## config.mk

```make
export PLATFORM = sky130hd
export DESIGN_NAME = mfp_ahb_lite_loader_arbiter
export DESIGN_NICKNAME = d
export VERILOG_FILES = /design/src/rtl/mfp_ahb_lite_loader_arbiter.sv
export SDC_FILE = /design/constraint.sdc
export NUM_CORES = 1
export LEC_CHECK = 0
export BUFFER_PORTS_ARGS = -buffer_cell sky130_fd_sc_hd__buf_2
export CAP_MARGIN = 5
export CORE_ASPECT_RATIO = 0.75
export CORE_MARGIN = 2
export CORE_UTILIZATION = 50
export DETAILED_ROUTE_END_ITERATION = 7
export GPL_TIMING_DRIVEN = 0
export PLACE_DENSITY = 0.79
export SLEW_MARGIN = 25
export SYNTH_ARGS = -nofsm -noshare
export SYNTH_HDL_FRONTEND = slang
export SYNTH_SLANG_ARGS = --single-unit
```

## constraint.sdc

```tcl
create_clock -name HCLK -period 2.7 [get_ports HCLK]
set_input_delay 0.405 -clock HCLK [delete_from_list [all_inputs] [get_ports HCLK]]
set_output_delay 0.405 -clock HCLK [all_outputs]
set_load 0.03 [all_outputs]
```

## src/rtl/mfp_ahb_lite_loader_arbiter.sv

```systemverilog
// mfp_ahb_lite_loader_arbiter
//
// Two-master AHB-Lite arbiter placed in front of the AHB-Lite matrix.
// Master 0 is the CPU; master 1 is the SREC loader byte stream, buffered in a
// small FIFO. Ownership moves to the loader only after any in-flight CPU data
// phase has drained. Each loader byte then goes out as a two-phase SINGLE
// byte write that honours HREADY, and the bus returns to the CPU once the
// FIFO is empty and loading has stopped.
//
// Ports:
//   HCLK, HRESETn        clock, asynchronous active-low reset
//   H* (inputs)          CPU master request (address/control/write data)
//   HRDATA/HREADY/HRESP  response back to the CPU
//   loader_active        loader session in progress
//   loader_addr/_byte    byte write address and data
//   loader_we            one-cycle write strobe (no backpressure)
//   M_H* (outputs)       request to the matrix
//   M_HRDATA/_HREADY/_HRESP  response from the matrix
//   MFP_Reset            core reset request while loading / draining
//   overflow             sticky: a loader byte was dropped (FIFO full)
//   bus_error            sticky: a loader write completed with HRESP=1
//   byte_count           loader bytes completed on the bus (saturating)
module mfp_ahb_lite_loader_arbiter #(
    parameter int unsigned FIFO_DEPTH     = 4,
    parameter int unsigned ADDR_MASK_BITS = 29
) (
    input  logic        HCLK,
    input  logic        HRESETn,

    input  logic [31:0] HADDR,
    input  logic [ 2:0] HBURST,
    input  logic        HMASTLOCK,
    input  logic [ 3:0] HPROT,
    input  logic [ 2:0] HSIZE,
    input  logic [ 1:0] HTRANS,
    input  logic [31:0] HWDATA,
    input  logic        HWRITE,
    output logic [31:0] HRDATA,
    output logic        HREADY,
    output logic        HRESP,

    input  logic        loader_active,
    input  logic [31:0] loader_addr,
    input  logic [ 7:0] loader_byte,
    input  logic        loader_we,

    output logic [31:0] M_HADDR,
    output logic [ 2:0] M_HBURST,
    output logic        M_HMASTLOCK,
    output logic [ 3:0] M_HPROT,
    output logic [ 2:0] M_HSIZE,
    output logic [ 1:0] M_HTRANS,
    output logic [31:0] M_HWDATA,
    output logic        M_HWRITE,
    input  logic [31:0] M_HRDATA,
    input  logic        M_HREADY,
    input  logic        M_HRESP,

    output logic        MFP_Reset,
    output logic        overflow,
    output logic        bus_error,
    output logic [15:0] byte_count
);

    localparam int unsigned PtrW   = (FIFO_DEPTH > 1) ? $clog2(FIFO_DEPTH) : 1;
    localparam int unsigned CntW   = $clog2(FIFO_DEPTH + 1);
    localparam int unsigned EntryW = ADDR_MASK_BITS + 8;

    localparam logic [1:0] TransIdle   = 2'b00;
    localparam logic [1:0] TransNonseq = 2'b10;

    typedef enum logic [2:0] {
        StCpuOwn,
        StDrainCpu,
        StLdrIdle,
        StLdrAddr,
        StLdrData
    } state_e;

    state_e              state_q, state_d;
    logic                cpu_dphase_q, cpu_dphase_d;
    logic                loader_active_q;
    logic                overflow_q, overflow_d;
    logic                bus_error_q, bus_error_d;
    logic [15:0]         byte_count_q, byte_count_d;

    logic [EntryW-1:0]   fifo_mem [FIFO_DEPTH];
    logic [PtrW-1:0]     rd_ptr_q, wr_ptr_q;
    logic [CntW-1:0]     count_q, count_d;

    logic                fifo_full, fifo_empty;
    logic                push, pop;
    logic                session_start;
    logic                ldr_own;
    logic [EntryW-1:0]   head;
    logic [ADDR_MASK_BITS-1:0] head_addr;
    logic [7:0]          head_byte;
    logic [31:0]         ldr_haddr, ldr_wdata;

    // Address bits above ADDR_MASK_BITS are intentionally discarded.
    logic                unused_loader_addr;
    assign unused_loader_addr = ^loader_addr;

    // ------------------------------------------------------------------
    // Loader FIFO
    // ------------------------------------------------------------------
    assign fifo_full  = (count_q == CntW'(FIFO_DEPTH));
    assign fifo_empty = (count_q == '0);
    // A strobe while full is dropped even if the head pops this same cycle.
    assign push       = loader_we & ~fifo_full;
    assign pop        = (state_q == StLdrData) & M_HREADY;

    assign head      = fifo_mem[rd_ptr_q];
    assign head_addr = head[EntryW-1:8];
    assign head_byte = head[7:0];
    assign ldr_haddr = 32'(head_addr);
    assign ldr_wdata = 32'(head_byte) << {head_addr[1:0], 3'b000};

    always_comb begin
        count_d = count_q;
        unique case ({push, pop})
            2'b10:   count_d = count_q + CntW'(1);
            2'b01:   count_d = count_q - CntW'(1);
            default: count_d = count_q;
        endcase
    end

    always_ff @(posedge HCLK) begin
        if (push) begin
            fifo_mem[wr_ptr_q] <= {loader_addr[ADDR_MASK_BITS-1:0], loader_byte};
        end
    end

    // ------------------------------------------------------------------
    // Status flags
    // ------------------------------------------------------------------
    assign session_start = loader_active & ~loader_active_q;

    always_comb begin
        overflow_d   = session_start ? 1'b0  : overflow_q;
        bus_error_d  = session_start ? 1'b0  : bus_error_q;
        byte_count_d = session_start ? 16'h0 : byte_count_q;
        if (loader_we && fifo_full) begin
            overflow_d = 1'b1;
        end
        if (pop) begin
            bus_error_d = bus_error_d | M_HRESP;
            if (byte_count_d != 16'hFFFF) begin
                byte_count_d = byte_count_d + 16'd1;
            end
        end
    end

    // ------------------------------------------------------------------
    // Ownership FSM and bus muxing
    // ------------------------------------------------------------------
    assign ldr_own = (state_q == StLdrIdle) || (state_q == StLdrAddr) ||
                     (state_q == StLdrData);

    always_comb begin
        state_d      = state_q;
        cpu_dphase_d = cpu_dphase_q;

        M_HADDR      = HADDR;
        M_HBURST     = HBURST;
        M_HMASTLOCK  = HMASTLOCK;
        M_HPROT      = HPROT;
        M_HSIZE      = HSIZE;
        M_HTRANS     = HTRANS;
        M_HWDATA     = HWDATA;
        M_HWRITE     = HWRITE;
        HRDATA       = M_HRDATA;
        HREADY       = M_HREADY;
        HRESP        = M_HRESP;

        if (ldr_own) begin
            M_HADDR     = ldr_haddr;
            M_HBURST    = 3'b000;
            M_HMASTLOCK = 1'b0;
            M_HPROT     = 4'b0000;
            M_HSIZE     = 3'b000;
            M_HTRANS    = TransIdle;
            M_HWDATA    = ldr_wdata;
            M_HWRITE    = 1'b1;
            HREADY      = 1'b0;
            HRESP       = 1'b0;
        end

        unique case (state_q)
            StCpuOwn: begin
                cpu_dphase_d = HTRANS[1] & M_HREADY;
                if (loader_active) begin
                    state_d = cpu_dphase_d ? StDrainCpu : StLdrIdle;
                end
            end
            StDrainCpu: begin
                // CPU data phase still completes; no new address phase goes out.
                M_HTRANS = TransIdle;
                if (M_HREADY) begin
                    cpu_dphase_d = 1'b0;
                    state_d      = StLdrIdle;
                end
            end
            StLdrIdle: begin
                if (!fifo_empty) begin
                    state_d = StLdrAddr;
                end else if (!loader_active) begin
                    state_d = StCpuOwn;
                end
            end
            StLdrAddr: begin
                M_HTRANS = TransNonseq;
                if (M_HREADY) begin
                    state_d = StLdrData;
                end
            end
            StLdrData: begin
                if (M_HREADY) begin
                    state_d = (count_d != '0) ? StLdrAddr : StLdrIdle;
                end
            end
            default: state_d = StCpuOwn;
        endcase

        // Reset abandons any transfer at once, without waiting for a clock.
        if (!HRESETn) begin
            M_HTRANS = TransIdle;
        end
    end

    always_ff @(posedge HCLK or negedge HRESETn) begin
        if (!HRESETn) begin
            state_q         <= StCpuOwn;
            cpu_dphase_q    <= 1'b0;
            loader_active_q <= 1'b0;
            overflow_q      <= 1'b0;
            bus_error_q     <= 1'b0;
            byte_count_q    <= 16'h0;
            rd_ptr_q        <= '0;
            wr_ptr_q        <= '0;
            count_q         <= '0;
        end else begin
            state_q         <= state_d;
            cpu_dphase_q    <= cpu_dphase_d;
            loader_active_q <= loader_active;
            overflow_q      <= overflow_d;
            bus_error_q     <= bus_error_d;
            byte_count_q    <= byte_count_d;
            count_q         <= count_d;
            if (push) begin
                wr_ptr_q <= wr_ptr_q + PtrW'(1);
            end
            if (pop) begin
                rd_ptr_q <= rd_ptr_q + PtrW'(1);
            end
        end
    end

    assign MFP_Reset  = loader_active | (state_q != StCpuOwn);
    assign overflow   = overflow_q;
    assign bus_error  = bus_error_q;
    assign byte_count = byte_count_q;

endmodule

```

=== Word-level counts from Yosys, hierarchy flattened ===
Memories as Yosys holds them, arrays and structs flattened.
Index checks and enable logic that the tools add are counted.

* Register bits after elaboration: 29
* Bits in latches: 0
* Memory bits (writable): 148
* Bits in read-only memories: 0
* Input port bits: 156
* Output and inout port bits: 131
* Word-level logic and storage cells: 76
* Memories kept: 1

* Add/subtract/negate cells: 5
* $mul: 0
* Divide/modulo/power cells: 0
* Magnitude comparators: 0
* Equal/unequal tests: 13
* Shift operators: 1
* Multiplexer cells: 31
* Bitwise logic cells: 8
* Reduce and logical (&&, ||, !) cells: 9

{| class="wikitable"
|+ Memories
! memory !! depth !! bits a word !! rd ports !! clocked after memory_dff !! wr ports !! RTL line !! text
|-
| fifo_mem || 4 || 37 || 1 || 0 || 1 || 87 || <nowiki>logic [EntryW-1:0] fifo_mem [FIFO_DEPTH];</nowiki>
|}

{| class="wikitable"
|+ Operators by type and width
! operator !! number
|-
| $mux 32 || 2
|-
| $mux 16 || 3
|-
| $shl 8x5->32 || 1
|-
| $mux 3 || 8
|-
| $add 16x1->16 const B || 1
|-
| $ne 16x16->1 const B || 1
|-
| $pmux 3 s5 || 1
|-
| $mux 1 || 11
|-
| $ne 2x2->1 const B || 4
|-
| $eq 3x2->1 const B || 2
|-
| $eq 3x3->1 const B || 2
|-
| $logic_not 3->1 || 2
|-
| $mux 2 || 3
|-
| $pmux 3 s2 || 1
|-
| $reduce_bool 3->1 || 2
|-
| $reduce_and 5->1 || 1
|-
| $add 2x1->2 const B || 2
|-
| $and 1x1->1 || 4
|-
| $mux 4 || 1
|-
| $pmux 2 s2 || 1
|-
| $add 3x1->3 const B || 1
|-
| $eq 3x1->1 const B || 1
|-
| $ne 3x3->1 const B || 1
|-
| $sub 3x1->3 const B || 1
|-
| 7 further kinds || 10
|}

=== Longest topological paths before layout ===
Gate-level depths: netlist of the first run.

* Depth after elaboration: 9
* Gate-level depth with buffers: 11
* Gate-level depth less buffers: 11

=== Worst setup path before layout of the first run ===
Ideal clock, no wire load.

* Path kind: input -> register
* Start point: input port loader_active
* End point: register byte_count_q[1] (netlist: byte_count[1])
* Library setup time: 0.125 ns
* Arrival time: 2.354 ns
* Data required time: 2.575 ns
* Setup slack: 0.221 ns
* Stages on the path: 9
* Buffers on the path: 2
* Cell sequence: or2b_2 -> clkbuf_8 -> and2_1 -> ha_1 -> nand4_2 -> or2_2 -> o31ai_4 -> buf_4 -> mux2_2

* Longest elaborated chain between the ends: 5
* Elaborated cells on any way between the ends: 6
* Those cells by class: add/sub: 1; eq/ne: 1; mux: 3; bitwise: 1

{| class="wikitable"
|+ Ends and longest elaborated chain
! item !! RTL line !! text
|-
| start: declaration || 42 || <nowiki>input logic loader_active,</nowiki>
|-
| $and 1x1->1 * || 137 || <nowiki>assign session_start = loader_active & ~loader_active_q;</nowiki>
|-
| $mux 16 * || 142 || <nowiki>byte_count_d = session_start ? 16'h0 : byte_count_q;</nowiki>
|-
| $add 16x1->16 / $ne 16x16->1 (equally long branches) || 149, 148 ||
|-
| $mux 16 || 148 || <nowiki>if (byte_count_d != 16'hFFFF) begin</nowiki>
|-
| $mux 16 * || 146 || <nowiki>if (pop) begin</nowiki>
|-
| net byte_count_d[1] || 85 || <nowiki>logic [15:0] byte_count_q, byte_count_d;</nowiki>
|-
| end signal: assignment || 248 || <nowiki>byte_count_q <= byte_count_d;</nowiki>
|-
| end: declaration || 85 ||
|}

The timed path passes the listed nets; every way through them passes the cells marked *.
A chain may end at the register's enable or synchronous reset.

=== Worst setup path in the final report of the first run ===
* Start point: register state_q[1]
* End point: output port M_HADDR[22]

* Longest elaborated chain between the ends: 4
* Elaborated cells on any way between the ends: 6
* Those cells by class: eq/ne: 3; mux: 1; reduce/logical: 2

{| class="wikitable"
|+ Ends and longest elaborated chain
! item !! RTL line !! text
|-
| start: declaration || 80 || <nowiki>state_e state_q, state_d;</nowiki>
|-
| start signal: assignment || 233 || <nowiki>state_q <= StCpuOwn;</nowiki>
|-
| start signal: assignment || 243 || <nowiki>state_q <= state_d;</nowiki>
|-
| $eq 3x2->1 || 157 || <nowiki>assign ldr_own = (state_q == StLdrIdle) || (state_q == StLdrAddr) ||</nowiki>
|-
| $logic_or 1x1->1 || 157 ||
|-
| $logic_or 1x1->1 * || 157 ||
|-
| $mux 32 * || 176 || <nowiki>if (ldr_own) begin</nowiki>
|-
| end: declaration || 47 || <nowiki>output logic [31:0] M_HADDR,</nowiki>
|}

Mark *: on every way between the ends. The rest lies on a longest branch, timed or not.

==> impl_metrics.env, run 1 <==
export IMPL_cts_root_buffer="clkbuf_16"
export IMPL_cts_tree="built"
export IMPL_r2r_end="byte_count[1]$_DFF_PN0_"
export IMPL_mostFrequentLayoutCell="buf_2"
export IMPL_cts_clk_slew_worst_paths_ns=0.07
export IMPL_wl_per_cell_um=21.5
export IMPL_antenna_found_initial=4
export IMPL_critical_path_top_delay_family="buffers and inverters"
export IMPL_p_leak_nw=4.32
export IMPL_grt_setup_unrepaired="true"
export IMPL_drc=0
export IMPL_area_growth_pct=32.0
export IMPL_globalplace_congestion=0.924
export IMPL_synthXorXnorAreaFrac_pct=1.85
export IMPL_setup_violations_final=0
export IMPL_async_flop_share_pct=16.4
export IMPL_cp_max_fo=10
export IMPL_cp_cell_sequence="buf_6 -> or2b_4 -> a21boi_4 -> clkbuf_8 -> mux2_2 -> buf_2"
export IMPL_clock_path_buffers=2
export IMPL_die_y_um=114
export IMPL_final_hold_violation_count=0
export IMPL_num_rows=40
export IMPL_yosys_warnings=0
export IMPL_mostFrequentLayoutCells="226 x buf_2, 148 x edfxtp_1, 42 x buf_4"
export IMPL_die_x_um=150
export IMPL_skew_ns=0.00552
export IMPL_status="completed"
export IMPL_fin_nets=931
export IMPL_clkLatencyLatePin_ns=0.42
export IMPL_synth_compound_area_share_pct=6.33
export IMPL_htree_levels=4
export IMPL_critPathCaptureType="output port"
export IMPL_die_area_um2=17100
export IMPL_drt_initial_drc_count=366
export IMPL_dp_hpwl_um=15800
export IMPL_syn_area_um2=8050
export IMPL_grt_max_degree=32
export IMPL_synthAdderAreaFrac_pct=1.18
export IMPL_crit_end="M_HADDR[22]"
export IMPL_peakVddDrop_mv=0.733
export IMPL_finish_utilization_pct=67.0
export IMPL_numCtsBuffers=17
export IMPL_synth_top_family_by_area="multiplexers"
export IMPL_grt_ovfl_total=0
export IMPL_grt_pass1_wl_um=31000
export IMPL_netlist_instances=487
export IMPL_dr_total_vias=5481
export IMPL_setup_tns_ns=0
export IMPL_drive_above_1_share_pct=56.3
export IMPL_fillers=1120
export IMPL_min_path_type="in -> async"
export IMPL_timing_slew_headroom_pct=52.4
export IMPL_yosys_area_share_simple_pct=6.90
export IMPL_synth_seq_cells=177
export IMPL_ys_types=53
export IMPL_critPathArrivalTime_ns=2.26
export IMPL_syn_avg_cell_area_um2=16.5
export IMPL_firstDrtPassIters=5
export IMPL_cts_sinks=177
export IMPL_worstSetupStartpointType="flop"
export IMPL_synth_edf_count=148
export IMPL_wirelength_um=21400
export IMPL_period_needed_ns=2.66
export IMPL_first_global_vias=5639
export IMPL_synth_seq_area_share_pct=64.2
export IMPL_grtUsageTotal_pct=24.8
export IMPL_r2r_slack_ns=0.12
export IMPL_io_pins=287
export IMPL_cpMaxStageDelayCell="dfrtp_1"
export IMPL_critPathKind="reg -> out"
export IMPL_maxCapViolations=0
export IMPL_critPathLaunch="state_q[1]$_DFFE_PN0P_"
export IMPL_fin_crit_sh_pct=98.6
export IMPL_dp_cells=952
export IMPL_rr_startpoint="loader_active_q$_DFF_PN0_"
export IMPL_p_per_area_nw_per_um2=1140
export IMPL_core_um2=15900
export IMPL_numPortBuffers=251
export IMPL_power_w=0.0121
export IMPL_muxShareOfSynthArea_pct=14.4
export IMPL_initial_core_util_pct=50.7
export IMPL_cp_required_ns=2.30
export IMPL_ant_nets=0
export IMPL_ctsHoldBuffers=0
export IMPL_path_buf_inv=3
export IMPL_slew_violations=0
export IMPL_path_depth=6
export IMPL_reg2reg_depth=9
export IMPL_worstMarginPinSlew_ns=0.714
export IMPL_synth_ff_type="edfxtp_1"
export IMPL_timing_fmax_mhz=376
export IMPL_vias_per_cell=5.51
export IMPL_synth_nets=650
export IMPL_slowest_delay_ns=0.37
export IMPL_final_cells=995
==> cell type report <==
| type | instances | area, um2 | share of cell area (%) |
|---|---|---|---|
| Antenna cell | 4 | 10.0 | 0.0942 |
| Clock inverter | 15 | 163 | 1.53 |
| Multi-Input combinational cell | 248 | 2570 | 24.2 |
| Inverter | 9 | 33.8 | 0.318 |
| Clock buffer | 17 | 425 | 4.00 |
| Tap cell | 210 | 263 | 2.47 |
| Sequential cell | 177 | 5170 | 48.7 |
| Timing Repair Buffer | 261 | 1520 | 14.3 |
| Buffer | 54 | 472 | 4.44 |
==> through the flow <==
step           setup WS, ns  cell area, um2  hold WS [ns]
2_1_floorplan         0.221            8050         0.109
3_3_place_gp         -0.246            9570         0.480
3_5_place_dp         -0.283            9650         0.486
4_1_cts             0.00294           10500        0.0327
5_1_grt             -0.0301           10600        0.0622
6_report             0.0387           10600        0.0310
==> cell usage after synthesis (3+ instances only) <==
| library cell | instances | area share, % |
|---|---|---|
| dfrtp_1 | 29 | 9.0 |
| inv_1 | 9 | 0.42 |
| nand2_1 | 20 | 0.93 |
| clkbuf_1 | 10 | 0.47 |
| nor2b_1 | 3 | 0.23 |
| o21ai_0 | 4 | 0.25 |
| buf_2 | 5 | 0.31 |
| nor4_1 | 6 | 0.47 |
| mux4_2 | 37 | 10 |
| buf_4 | 33 | 3.1 |
| nand2b_1 | 4 | 0.31 |
| edfxtp_1 | 148 | 55 |
| buf_6 | 3 | 0.42 |
| nand3_1 | 5 | 0.31 |
| nand4_1 | 3 | 0.23 |
| xnor2_1 | 11 | 1.2 |
| a21oi_1 | 7 | 0.44 |
| and2_1 | 22 | 1.7 |
| mux2_2 | 29 | 4.1 |
| a22o_1 | 33 | 3.6 |
| o31ai_1 | 4 | 0.37 |
| ha_1 | 6 | 0.93 |
| nor2_1 | 14 | 0.65 |
| xor2_1 | 6 | 0.65 |
==> per-layer routing <==
metal  wire length, um  GRT usage [%]  vias up
met1              8090           30.4     2762
met2             11400           43.5      239
li1                  -              -     2452
met3              1550           5.80       28
met4               386           8.24        0
met5                 0              0        -
==> cells by family after synthesis <==
| logic type | Yosys count |
|---|---|
| XOR/XNOR | 17 |
| buffers and inverters | 63 |
| AO/OA/AOI/OAI | 61 |
| adder cells (fa/ha/maj) | 7 |
| multiplexers | 66 |
| flip-flops | 177 |
| AND/OR/NAND/NOR | 96 |
==> how the worst min path moves through the flow <==
stage,depth (start not counted),startpoint,slack [ns],end
after global placement,1,HRESETn,0.48,byte_count[9]$_DFF_PN0_
after detailed placement,1,HRESETn,0.49,byte_count[9]$_DFF_PN0_
after floorplan,0,HRESETn,0.11,bus_error$_DFF_PN0_
after CTS,1,HRESETn,0.03,byte_count[9]$_DFF_PN0_
after global routing,1,HRESETn,0.06,byte_count[3]$_DFF_PN0_
final,1,HRESETn,0.03,byte_count[9]$_DFF_PN0_
==> what timing repair did <==
item,in CTS,in global routing
pin swaps,9,2
setup endpoints to repair,79,65
cloned,1,0
setup buffers,5,1
resized for setup,58,43
==> power by group <==
group / switching (W) / internal, W / total, W
Combinational: 0.00353 / 0.00245 / 0.00598
Clock: 0.00109 / 0.00131 / 0.00240
Sequential: 0.000200 / 0.00354 / 0.00374
==> flip-flops by register name, indices dropped and copies added (netlist names) <==
| register | flops |
|---|---|
| byte_count | 16 |
| overflow | 1 |
| bus_error | 1 |
| wr_ptr_q | 2 |
| rd_ptr_q | 2 |
| count_q | 3 |
| loader_active_q | 1 |
| state_q | 3 |
| fifo_mem | 148 |
==> worst register-to-register path, stage by stage, from the launching register on <==
cell      delay [ns]
dfrtp_1         0.35
or2b_2          0.20
clkbuf_8        0.20
and2_1          0.18
ha_2            0.23
nand4_4         0.17
or2_2           0.38
o31ai_4         0.26
buf_6           0.19
mux2_2          0.33
Note: power is estimated with default switching activity, not from simulation.
==> run 2, diff against run 1 <==
Settings changed: HOLD_SLACK_MARGIN set to 0.1, RECOVER_POWER set to 50.
Clock period 2.7 ns to 3 ns, I/O delays scaled along.
==> run 2 against run 1 <==
Critical path depth grew 1; register-to-register slack gained 0.14 ns; critical path type unchanged; largest cell class unchanged; wire length shrank 1.6%; hold slack gained 0.22 ns; sequential share of layout area grew 1.8 points.
==> impl_metrics.env, run 2 (synthesized netlist as in run 1, its figures left out) <==
export IMPL_cts_sinks=177
export IMPL_clock_path_buffers=2
export IMPL_firstDrtPassIters=8
export IMPL_setup_ws_ns=0.0866
export IMPL_whs_path_depth=2
export IMPL_numCtsBuffers=17
export IMPL_timing_fmax_mhz=343
export IMPL_peakVddDrop_mv=0.646
export IMPL_slowest_delay_ns=0.39
export IMPL_dpl_worst_slack_ns=-0.0279
export IMPL_htree_levels=4
export IMPL_drive_above_1_share_pct=49.9
export IMPL_die_y_um=114
export IMPL_cp_cell_sequence="buf_6 -> or2b_2 -> a21boi_4 -> nand2b_1 -> nor2_2 -> a22o_1 -> buf_2"
export IMPL_timing_slew_headroom_pct=53.2
export IMPL_io_pins=287
export IMPL_fillers=1170
export IMPL_place_area_um2=9650
export IMPL_drt_initial_drc_count=321
export IMPL_largest_reg_flops=148
export IMPL_num_rows=40
export IMPL_grtUsageTotal_pct=24.4
export IMPL_first_global_vias=5613
export IMPL_period_needed_ns=2.91
export IMPL_slew_violations=0
export IMPL_cts_root_buffer="clkbuf_16"
export IMPL_grt_ovfl_total=0
export IMPL_numPortBuffers=251
export IMPL_stdcell_area_um2=10200
export IMPL_p_per_area_nw_per_um2=1010
export IMPL_clkLatencyLatePin_ns=0.42
export IMPL_mostFrequentLayoutCells="214 x buf_2, 148 x edfxtp_1, 41 x clkbuf_1"
export IMPL_fin_crit_sh_pct=97.1
export IMPL_postCtsSetupBuffers=0
export IMPL_power_w=0.0103
export IMPL_dr_total_vias=5411
export IMPL_grt_max_degree=32
export IMPL_cpMaxStageDelayCell="dfrtp_1"
export IMPL_grt_setup_unrepaired="true"
export IMPL_wirelength_um=21100
export IMPL_status="completed"
export IMPL_initial_core_util_pct=50.7
export IMPL_dp_hpwl_um=15800
export IMPL_maxCapViolations=0
export IMPL_grt_pass1_wl_um=30600
export IMPL_vias_per_cell=5.49
export IMPL_cts_clk_slew_worst_paths_ns=0.07
export IMPL_antenna_found_initial=0
export IMPL_mostFrequentLayoutCell="buf_2"
export IMPL_drc=0
export IMPL_final_hold_violation_count=0
export IMPL_p_leak_nw=4.09
export IMPL_worstSetupStartpointType="flop"
export IMPL_area_growth_pct=27.2
export IMPL_top_register="fifo_mem"
export IMPL_diodes=0
export IMPL_critPathArrivalTime_ns=2.46
export IMPL_cp_max_fo=10
export IMPL_critPathCaptureType="output port"
export IMPL_critPathKind="reg -> out"
export IMPL_cp_required_ns=2.55
export IMPL_core_um2=15900
export IMPL_fin_nets=925
export IMPL_wl_per_cell_um=21.4
export IMPL_cts_tree="built"
export IMPL_reg2reg_depth=10
export IMPL_die_area_um2=17100
export IMPL_ant_nets=0
export IMPL_skew_ns=0.00510
export IMPL_min_path_type="in -> reg"
export IMPL_setup_violations_final=0
export IMPL_globalplace_congestion=0.924
export IMPL_die_x_um=150
export IMPL_holdWs_ns=0.252
export IMPL_worstMarginPinSlew_ns=0.703
## run 2: per-stage QoR
| step | TNS, ns | util, % | instances |
|---|---|---|---|
| finish | 0 | 64.5 | 985 |
| global route | -0.0552 | 64.5 | 985 |
| CTS | -0.743 | 64.8 | 985 |
| detailed placement | -0.0279 | 60.8 | 952 |
| global placement | 0 | 60.3 | 948 |
| floorplan | 0 | - | 487 |
## run 2: final timing paths
| path | from | endpoint | slack, ns |
|---|---|---|---|
| min | M_HRESP | bus_error$_DFF_PN0_ | 0.25 |
| min reg2reg | bus_error$_DFF_PN0_ | bus_error$_DFF_PN0_ | 0.51 |
| max in group asynchronous | HRESETn | rd_ptr_q[0]$_DFFE_PN0N_ | 1.92 |
| max reg2reg | loader_active_q$_DFF_PN0_ | byte_count[4]$_DFF_PN0_ | 0.26 |
| max | state_q[2]$_DFFE_PN0P_ | M_HWDATA[18] | 0.09 |
| min in group asynchronous | HRESETn | byte_count[9]$_DFF_PN0_ | 0.62 |
## run 2: per-layer routing
layer / global-route usage, % / wire length, um / up-vias
met1: 29.8 / 8120 / 2702
met5: 0 / 0 / -
li1: - / - / 2435
met2: 42.7 / 10900 / 239
met4: 8.74 / 522 / 0
met3: 5.84 / 1480 / 35
## run 2: final cells by class
| class | instances | area [um2] | share of cell area (%) |
|---|---|---|---|
| repair buffers | 256 | 1300 | 12.7 |
| clock buffers | 17 | 425 | 4.16 |
| inverters | 9 | 33.8 | 0.330 |
| clock inverters | 15 | 163 | 1.59 |
| multi-input cells | 247 | 2490 | 24.3 |
| well taps | 210 | 263 | 2.57 |
| plain buffers | 54 | 398 | 3.89 |
| flip-flops and latches | 177 | 5170 | 50.5 |
## run 2: repair_timing
item | 4_1_cts | 5_1_grt
hold buffers | 1 | 0
cloned | 0 | 0
endpoints found under the hold margin | 29 | 0
endpoints found under the setup margin | 67 | 61
gates resized for setup | 10 | 10
## run 2: report_power, final
part / switching, W / internal (W)
clock: 0.000982 / 0.00118
combinational: 0.00304 / 0.00178
sequential: 0.000173 / 0.00318
## run 2: worst max-delay path: cells and delay by family (launching register included)
kind,cells,cell delay [ns]
simple gates,3,0.88
compound gates,2,0.41
buf+inv,2,0.36
flops,1,0.39
==> run 3, diff against run 2 <==
Settings changed: CORE_MARGIN 2 to unset.
==> run 3 against run 2 <==
Combinational power about the same; hold slack lost 0.015 ns; clock skew barely moved.
==> impl_metrics.env, run 3 (synthesized netlist as in run 1, its figures left out) <==
export IMPL_critPathArrivalTime_ns=2.47
export IMPL_final_hold_violation_count=0
export IMPL_drive_above_1_share_pct=43.0
export IMPL_p_per_area_nw_per_um2=1010
export IMPL_grt_max_degree=32
export IMPL_largest_reg_flops=148
export IMPL_numPortBuffers=251
export IMPL_maxCapViolations=0
export IMPL_critPathCaptureType="output port"
export IMPL_numCtsBuffers=17
export IMPL_mostFrequentLayoutCells="163 x buf_2, 148 x edfxtp_1, 92 x clkbuf_1"
export IMPL_initial_core_util_pct=52.0
export IMPL_dp_hpwl_um=15000
export IMPL_firstDrtPassIters=6
export IMPL_p_int_w=0.00618
export IMPL_mostFrequentLayoutCell="buf_2"
export IMPL_setup_violations_final=0
export IMPL_cts_sinks=177
export IMPL_cts_tree="built"
export IMPL_timing_slew_headroom_pct=44.6
export IMPL_io_pins=287
export IMPL_die_area_um2=16600
export IMPL_wl_per_cell_um=20.7
export IMPL_cp_required_ns=2.55
export IMPL_worstSetupStartpointType="flop"
export IMPL_min_path_type="in -> reg"
export IMPL_grt_pass1_wl_um=30200
export IMPL_diodes=0
export IMPL_die_y_um=112
export IMPL_dpl_worst_slack_ns=0.0637
export IMPL_wirelength_um=20200
export IMPL_p_clk_share_pct=20.6
export IMPL_cts_root_buffer="clkbuf_16"
export IMPL_first_global_vias=5497
export IMPL_seq_power_share_pct=32.5
export IMPL_cts_clk_slew_worst_paths_ns=0.06
export IMPL_globalplace_congestion=0.934
export IMPL_dr_total_vias=5386
export IMPL_r2r_slack_ns=0.29
export IMPL_fin_nets=925
export IMPL_setup_ws_ns=0.0814
export IMPL_drc=0
export IMPL_worstMarginPinSlew_ns=0.824
export IMPL_peakVddDrop_mv=0.603
export IMPL_grt_setup_unrepaired="true"
export IMPL_antenna_found_initial=1
export IMPL_grtUsageTotal_pct=24.9
export IMPL_finish_utilization_pct=65.7
export IMPL_core_um2=15500
export IMPL_combPwrFrac_pct=46.9
export IMPL_vias_per_cell=5.50
export IMPL_rr_startpoint="count_q[0]$_DFF_PN0_"
export IMPL_postCtsSetupBuffers=0
export IMPL_reg2reg_depth=10
export IMPL_crit_end="M_HWDATA[1]"
export IMPL_slew_violations=0
export IMPL_period_needed_ns=2.92
export IMPL_r2r_end="state_q[0]$_DFFE_PN0P_"
export IMPL_top_register="fifo_mem"
export IMPL_clock_path_buffers=2
export IMPL_status="completed"
export IMPL_critPathKind="reg -> out"
export IMPL_die_x_um=148
export IMPL_grt_ovfl_total=0
export IMPL_fin_crit_sh_pct=97.3
export IMPL_drt_initial_drc_count=436
export IMPL_htree_levels=4
export IMPL_p_switching_w=0.00411
export IMPL_skew_ns=0.00559
export IMPL_cp_max_fo=8
export IMPL_timing_fmax_mhz=343
export IMPL_switching_share_pct=39.9
export IMPL_critPathLaunch="rd_ptr_q[0]$_DFFE_PN0N_"
export IMPL_p_leak_nw=3.91
export IMPL_num_rows=39
export IMPL_ant_nets=0
export IMPL_area_growth_pct=26.4
export IMPL_clkLatencyLatePin_ns=0.42
==> run 3: cell types whose count changed in the layout (fill, tap and decap cells not counted), moves of 3 or more <==
| cell | delta |
|---|---|
| buf_2 | -51 |
| clkbuf_1 | +51 |
| clkinv_2 | +3 |
| clkinvlp_4 | +4 |
| inv_6 | -7 |
==> run 3: layer usage <==
layer,GRT usage [%],share of wire (%),vias to the layer above
li1,-,-,2425
met1,30.9,40,2701
met2,42.6,52,224
met3,5.25,6.6,34
met4,9.90,2.3,2
met5,0,0.064,-
==> run 3: repair_timing <==
action | in CTS | in global routing
endpoints found under the setup margin | 64 | 30
hold endpoints to repair | 29 | 0
hold buffers | 1 | 0
resized for setup | 14 | 3
==> run 3: worst min-delay path by stage <==
stage                         start                         to  depth (start not counted)
2_1_floorplan               HRESETn        bus_error$_DFF_PN0_                          0
3_5_place_dp   overflow$_DFFE_PN0P_       overflow$_DFFE_PN0P_                          1
3_3_place_gp    bus_error$_DFF_PN0_        bus_error$_DFF_PN0_                          1
4_1_cts               loader_active  loader_active_q$_DFF_PN0_                          1
5_1_grt               loader_active  loader_active_q$_DFF_PN0_                          1
6_report              loader_active  loader_active_q$_DFF_PN0_                          1
==> run 3: area by class of cell <==
class / instances / area, um2
plain buffers: 54 / 398
clock buffers: 17 / 425
clock inverters: 15 / 145
fillers: 1153 / 5300
inverters: 9 / 33.8
multi-input cells: 247 / 2490
flip-flops and latches: 177 / 5170
well taps: 205 / 256
repair buffers: 256 / 1250
==> run 3: through the flow <==
| step | setup TNS, ns | hold WS [ns] | area (um2) | total power [W] | instances |
|---|---|---|---|---|---|
| after floorplan | 0 | 0.154 | 8050 | 0.00676 | 487 |
| after global placement | -0.183 | 0.487 | 9560 | 0.00801 | 943 |
| after detailed placement | 0 | 0.510 | 9660 | 0.00819 | 947 |
| after CTS | 0 | 0.193 | 10300 | 0.0104 | 980 |
| after global routing | -0.0229 | 0.248 | 10200 | 0.0107 | 980 |
| final | 0 | 0.238 | 10200 | 0.0103 | 980 |
==> run 3: power groups by stage <==
stage	sequential, W	combinational [W]	clock, W
CTS	0.00335	0.00487	0.00215
detailed placement	0.00340	0.00479	0
global placement	0.00338	0.00463	0
floorplan	0.00338	0.00339	0
global route	0.00339	0.00507	0.00224
finish	0.00335	0.00483	0.00212
==> run 3: worst max-delay path, stage by stage, from the launching register on <==
cell and delay [ns]:
dfrtp_1 0.42, mux4_2 0.63, nor3_2 0.49, a22o_1 0.28
buf_2 0.22
